## src/rtl/fetch_stage.sv

```systemverilog
// rtl/fetch_stage.sv - instruction fetch stage: one outstanding imem request, stall buffer, redirect with kill
module fetch_stage #(
    parameter int                XLEN      = 32,
    parameter int                ILEN      = 32,
    parameter logic [XLEN-1:0]   RESET_PC  = 'h0000_1000,
    parameter logic [ILEN-1:0]   NOP_INSTR = 'h0000_0013
) (
    input  logic                 clk,
    input  logic                 reset,
    input  logic                 stall_in,
    input  logic                 redirect_in,
    input  logic [XLEN-1:0]      redirect_pc_in,
    output logic                 imem_req_out,
    output logic [XLEN-1:0]      imem_addr_out,
    input  logic                 imem_ready_in,
    input  logic                 imem_resp_valid_in,
    input  logic [ILEN-1:0]      imem_resp_data_in,
    output logic [ILEN-1:0]      instr_out,
    output logic [XLEN-1:0]      pc_out,
    output logic [XLEN-1:0]      pc_plus4_out,
    output logic                 xcpt_out
);

    typedef enum logic [1:0] {
        S_REQ  = 2'd0,
        S_WAIT = 2'd1,
        S_HOLD = 2'd2
    } state_t;

    localparam logic [XLEN-1:0] PC_STEP = XLEN'(4);

    state_t              r_state;
    logic [XLEN-1:0]     r_pc;
    logic                r_kill;
    logic [ILEN-1:0]     r_ibuf;
    logic                r_xcpt;

    logic [XLEN-1:0]     w_pc_plus4;
    logic                w_resp_usable;
    logic                w_deliver;
    logic                w_misaligned;

    assign w_pc_plus4    = r_pc + PC_STEP;
    assign w_misaligned  = |redirect_pc_in[1:0];
    // A response is only usable when it belongs to the current PC (not killed by an earlier redirect).
    assign w_resp_usable = (r_state == S_WAIT) & imem_resp_valid_in & ~r_kill;
    assign w_deliver     = w_resp_usable & ~stall_in & ~redirect_in;

    assign pc_out        = r_pc;
    assign pc_plus4_out  = w_pc_plus4;
    assign imem_addr_out = r_pc;
    assign xcpt_out      = r_xcpt;
    assign imem_req_out  = ~reset & (r_state == S_REQ) & ~redirect_in;

    always_comb begin
        instr_out = NOP_INSTR;
        if (!reset) begin
            if (w_deliver)
                instr_out = imem_resp_data_in;
            else if ((r_state == S_HOLD) && !redirect_in)
                instr_out = r_ibuf;
        end
    end

    always_ff @(posedge clk) begin
        if (reset) begin
            r_state <= S_REQ;
            r_pc    <= RESET_PC;
            r_kill  <= 1'b0;
            r_ibuf  <= NOP_INSTR;
            r_xcpt  <= 1'b0;
        end else begin
            r_xcpt <= redirect_in & w_misaligned;
            if (redirect_in) begin
                r_pc <= redirect_pc_in;
                // With a request still in flight the stale response must be swallowed before reissuing.
                if ((r_state == S_WAIT) && !imem_resp_valid_in) begin
                    r_state <= S_WAIT;
                    r_kill  <= 1'b1;
                end else begin
                    r_state <= S_REQ;
                    r_kill  <= 1'b0;
                end
            end else begin
                case (r_state)
                    S_REQ: begin
                        if (imem_ready_in)
                            r_state <= S_WAIT;
                    end
                    S_WAIT: begin
                        if (imem_resp_valid_in) begin
                            if (r_kill) begin
                                r_kill  <= 1'b0;
                                r_state <= S_REQ;
                            end else if (stall_in) begin
                                r_ibuf  <= imem_resp_data_in;
                                r_state <= S_HOLD;
                            end else begin
                                r_pc    <= w_pc_plus4;
                                r_state <= S_REQ;
                            end
                        end
                    end
                    S_HOLD: begin
                        if (!stall_in) begin
                            r_pc    <= w_pc_plus4;
                            r_state <= S_REQ;
                        end
                    end
                    default: r_state <= S_REQ;
                endcase
            end
        end
    end

endmodule

```

## config.mk

```make
export PLATFORM = sky130hd
export DESIGN_NAME = fetch_stage
export DESIGN_NICKNAME = d
export VERILOG_FILES = /design/src/rtl/fetch_stage.sv
export SDC_FILE = /design/constraint.sdc
export NUM_CORES = 1
export LEC_CHECK = 0
export CELL_PAD_IN_SITES_DETAIL_PLACEMENT = 0
export CELL_PAD_IN_SITES_GLOBAL_PLACEMENT = 1
export CORE_UTILIZATION = 31
export CTS_CLUSTER_SIZE = 28
export DETAILED_ROUTE_END_ITERATION = 8
export HOLD_SLACK_MARGIN = 0.02
export PLACE_DENSITY_LB_ADDON = 0.1
export REMOVE_ABC_BUFFERS = 1
export SYNTH_ARGS = -nofsm -noshare
export SYNTH_HDL_FRONTEND = slang
export SYNTH_SLANG_ARGS = --single-unit
```

## constraint.sdc

```tcl
create_clock -name clk -period 3.1 [get_ports clk]
set_input_delay 0.31 -clock clk [delete_from_list [all_inputs] [get_ports clk]]
set_output_delay 0.31 -clock clk [all_outputs]
set_load 0.03 [all_outputs]
```

==> metrics.md <==
| Metric | Value |
|---|---|
| Die footprint | 14170 um2 |
| Worst Tran Pin Value | 0.4972 ns |
| Detailed-placement wirelength estimate | 10230 um |
| Initial core utilization | 31.94% |
| Sort of element at the start of the critical path | register |
| Data arrival time of the critical path | 2.63 ns |
| Final ANT Viol Nets | 0 |
| Number of CTS-inserted buffers | 9 |
| Commonest non-fill, non-tap cell in the layout | sky130_fd_sc_hd__clkdlybuf4s50_1 |
| Launch instance of the worst min-delay path | reset |
| Worst flop-to-flop path endpoint | imem_addr_out[24] |
| Total Routed Length | 14030 um |
| Maximum fanout count along the critical path | 7 |
| Clock net sink count | just under 70 |
| Number of H-tree levels | 3 |
| I/O pin count | 200 |
| Antenna violations before repair | 0 |
| Resized cells post-CTS | 0 |
| Aggregate global routing overflow | 0 |
| Max Clock Freq | around 0.34 GHz |
| Post-detailed-route wirelength per cell | about 16 um |
| Mapped Area | 4247 um2 |
| Maximum number of pins on one net before global-route repair | 47 |
| PortBufs | 199 |
| Final hold viol count | 0 |
| Hold Path Sink | imem_addr_out[10] |
| Setup tns final | 0 ns |
| Diode insertion count for antenna repair | 0 |
| Final GP Congestion | ~0.84 |
| Worst slew slack as a fraction of its limit | between 60% and 70% |
| Height of the chip | 119.0 um |
| Horizontal die dimension | approximately 120 um |
| Instance count along the most critical hold path | 2 |
| Number of vias after detailed routing | 4498 |
| Layout Cells excl Fill | roughly 900 |
| Number of synthesized flops with an enable pin | 0 |
| Total buffers and inverters traversed by the critical path | 1 |
| Max Root-Sink Buffers | 2 |
| Number of DRC markers in iteration 0 | roughly 240 |
| Worst hold path type | primary input to register |
| Source-to-sink clock delay at the later pin of the worst-skew pair | between 0.3 and 0.4 ns |
| Area delta synth->final | 49.97% |
| Root Buffer Master | sky130_fd_sc_hd__clkbuf_16 |
| Final period demand of the worst path | 2.943 ns |
| Via count normalized by instance count | 5.009 |
| Kind of cell adding the most delay to the critical path | simple AND/OR/NAND/NOR gates |
| RSZ-0062 raised after global routing | no |
| Synth cell types | 54 |
| Count of mapped cells out of synthesis | 564 |
| Commonest cells after routing, fill and taps aside | sky130_fd_sc_hd__clkdlybuf4s50_1, sky130_fd_sc_hd__nand2_1, sky130_fd_sc_hd__nor2_1, sky130_fd_sc_hd__dfxtp_1, sky130_fd_sc_hd__buf_4 |
| CP Cell Sequence | ha_1 > nand4_1 > or2_0 > nor2_1 > xor2_1 > clkdlybuf4s50_1 |
| Proportion of layout cells with a drive suffix above 1 | 12.60% |
| Run status | completed |
| Post-CTS Setup Bufs | 0 |
| First-pass GRT wire length | ~22000 um |
| Startpoint of the lowest-slack register-to-register path | imem_addr_out[2] |
| Leak | 2.348 nW |
| Layout Skew | 0.01010 ns |
| Share of the clock period used by the worst path after layout | 94.95% |
| Share of flip-flops with an asynchronous set or reset after synthesis | 0% |
| Total of warnings raised by yosys | 0 |
| Worst voltage drop across the vdd grid | 0.2618 mV |
| Maximum cell stage delay along the critical path | 0.68 ns |
| Cts hold-fix bufs | 0 |
| Number of detailed-routing iterations run before antenna repair | 4 |
| Detailed-route DRC error count | 0 |
| Sequential-to-total area share from yosys stat | roughly a third |
| Register clock-pin slew on the reported worst setup and hold paths | 0.06 ns |
| Pwr per Cell Area | approximately 400 nW/um2 |
| Mean instance size in the synthesized netlist | roughly 7.5 um2 |
| Reg2reg path depth | 6 |
| Primary FF master, synth | sky130_fd_sc_hd__dfxtp_1 |
| GRT Resource Usage Total | 19.81% |
| Number of placed instances, taps included | 883 |
| Req. time, crit path | 2.79 ns |
| Final count of negative-setup-slack endpoints | 0 |
| Final #Nets | 789 |
| Number of synthesized register bits | 68 |
| Critical path class | register to output port |
| Max_cap viols | 0 |
| Standard cell core area | 13300 um2 |
| Vias in the first global route | 4175 |
| Clock tree from TritonCTS | yes |
| Flop2flop setup slack | 0.88 ns |
| Critical-path top delay cell | sky130_fd_sc_hd__clkdlybuf4s50_1 |
| Site Rows | 42 |
| Max Transition Viols Final | 0 |
| Critical path capture point type | output port |
## Yosys cell counts (3+ instances only)
library cell / number / area [um2]
sky130_fd_sc_hd__dfxtp_1: 68 / 1361
sky130_fd_sc_hd__buf_6: 3 / 33.78
sky130_fd_sc_hd__xor2_1: 26 / 227.7
sky130_fd_sc_hd__and4_1: 6 / 52.55
sky130_fd_sc_hd__o22ai_1: 3 / 18.77
sky130_fd_sc_hd__o21ai_0: 10 / 50.05
sky130_fd_sc_hd__a311oi_1: 6 / 52.55
sky130_fd_sc_hd__buf_2: 7 / 35.03
sky130_fd_sc_hd__nand3b_1: 5 / 37.54
sky130_fd_sc_hd__nor4_1: 8 / 50.05
sky130_fd_sc_hd__nand3_1: 13 / 65.06
sky130_fd_sc_hd__nand4_1: 9 / 56.30
sky130_fd_sc_hd__nor3_1: 12 / 60.06
sky130_fd_sc_hd__nand2b_1: 4 / 25.02
sky130_fd_sc_hd__or3_1: 4 / 25.02
sky130_fd_sc_hd__nand2_1: 100 / 375.4
sky130_fd_sc_hd__xnor2_1: 24 / 210.2
sky130_fd_sc_hd__buf_4: 37 / 277.8
sky130_fd_sc_hd__a211oi_1: 14 / 105.1
sky130_fd_sc_hd__nor2_1: 67 / 251.5
sky130_fd_sc_hd__a22oi_1: 29 / 217.7
sky130_fd_sc_hd__clkbuf_1: 28 / 105.1
sky130_fd_sc_hd__inv_1: 6 / 22.52
sky130_fd_sc_hd__a21oi_1: 38 / 190.2
## logic make-up after synthesis
logic type,Yosys count,share of synthesized area (%)
AND/OR/NAND/NOR,247,27.73
AO/OA/AOI/OAI,111,17.59
buffers and inverters,85,11.55
flip-flops,68,32.06
XOR/XNOR,50,10.31
multiplexers,2,0.4714
adder cells (fa/ha/maj),1,0.2946
## per-stage QoR
stage	setup slack [ns]	hold WS, ns	total power, mW	util [%]	area (um2)
2_1_floorplan	-0.6394	0.3746	1.240	-	3782
3_3_place_gp	0.4561	0.4417	1.577	45.80	6090
3_5_place_dp	0.4328	0.4465	1.580	45.80	6090
4_1_cts	0.05678	0.3914	2.517	47.75	6349
5_1_grt	0.0004801	0.4165	2.590	47.90	6369
6_report	0.1566	0.4003	2.485	47.90	6369
## layer usage
layer  wire length, um  vias up  global-route usage [%]
li1                  -     2211                       -
met1              6497     2103                   26.18
met2              6388      166                   30.96
met3               933       18                   5.987
met4               206        0                   5.617
met5                 0        -                       0
## worst reg2reg max path, cell delays in order (launching register included)
cell and delay, ns:
sky130_fd_sc_hd__dfxtp_1 0.45, sky130_fd_sc_hd__ha_1 0.27, sky130_fd_sc_hd__nand4_1 0.12, sky130_fd_sc_hd__or2_0 0.36, sky130_fd_sc_hd__or4_4 0.60, sky130_fd_sc_hd__xnor2_1 0.14
sky130_fd_sc_hd__o21a_1 0.17
## sequential cells by signal (all words and copies together) (netlist names)
register       count
xcpt_out           1
imem_addr_out     32
r_state            2
r_kill             1
r_ibuf            32
## how the worst max path moves through the flow
stage | from | end | depth (start not counted)
floorplan | r_state[1] | instr_out[10] | 4
global placement | imem_addr_out[17] | pc_plus4_out[31] | 5
detailed placement | imem_addr_out[17] | pc_plus4_out[27] | 6
CTS | imem_addr_out[7] | pc_plus4_out[29] | 6
global route | imem_addr_out[2] | pc_plus4_out[20] | 6
finish | imem_addr_out[2] | pc_plus4_out[20] | 6
## layout make-up
type	instances	area [um2]
clock inverters	5	30.03
well taps	176	220.2
fillers	1331	6927
clock buffers	10	229.0
inverters	7	26.28
flip-flops and latches	68	1364
repair buffers	221	2085
multi-input cells	411	2415
## power breakdown
group | switching (mW) | total (mW) | internal, mW
clock | 0.395 | 0.927 | 0.532
combinational | 0.327 | 0.602 | 0.275
sequential | 0.0473 | 0.955 | 0.908
(Power assumes the default switching activity.)
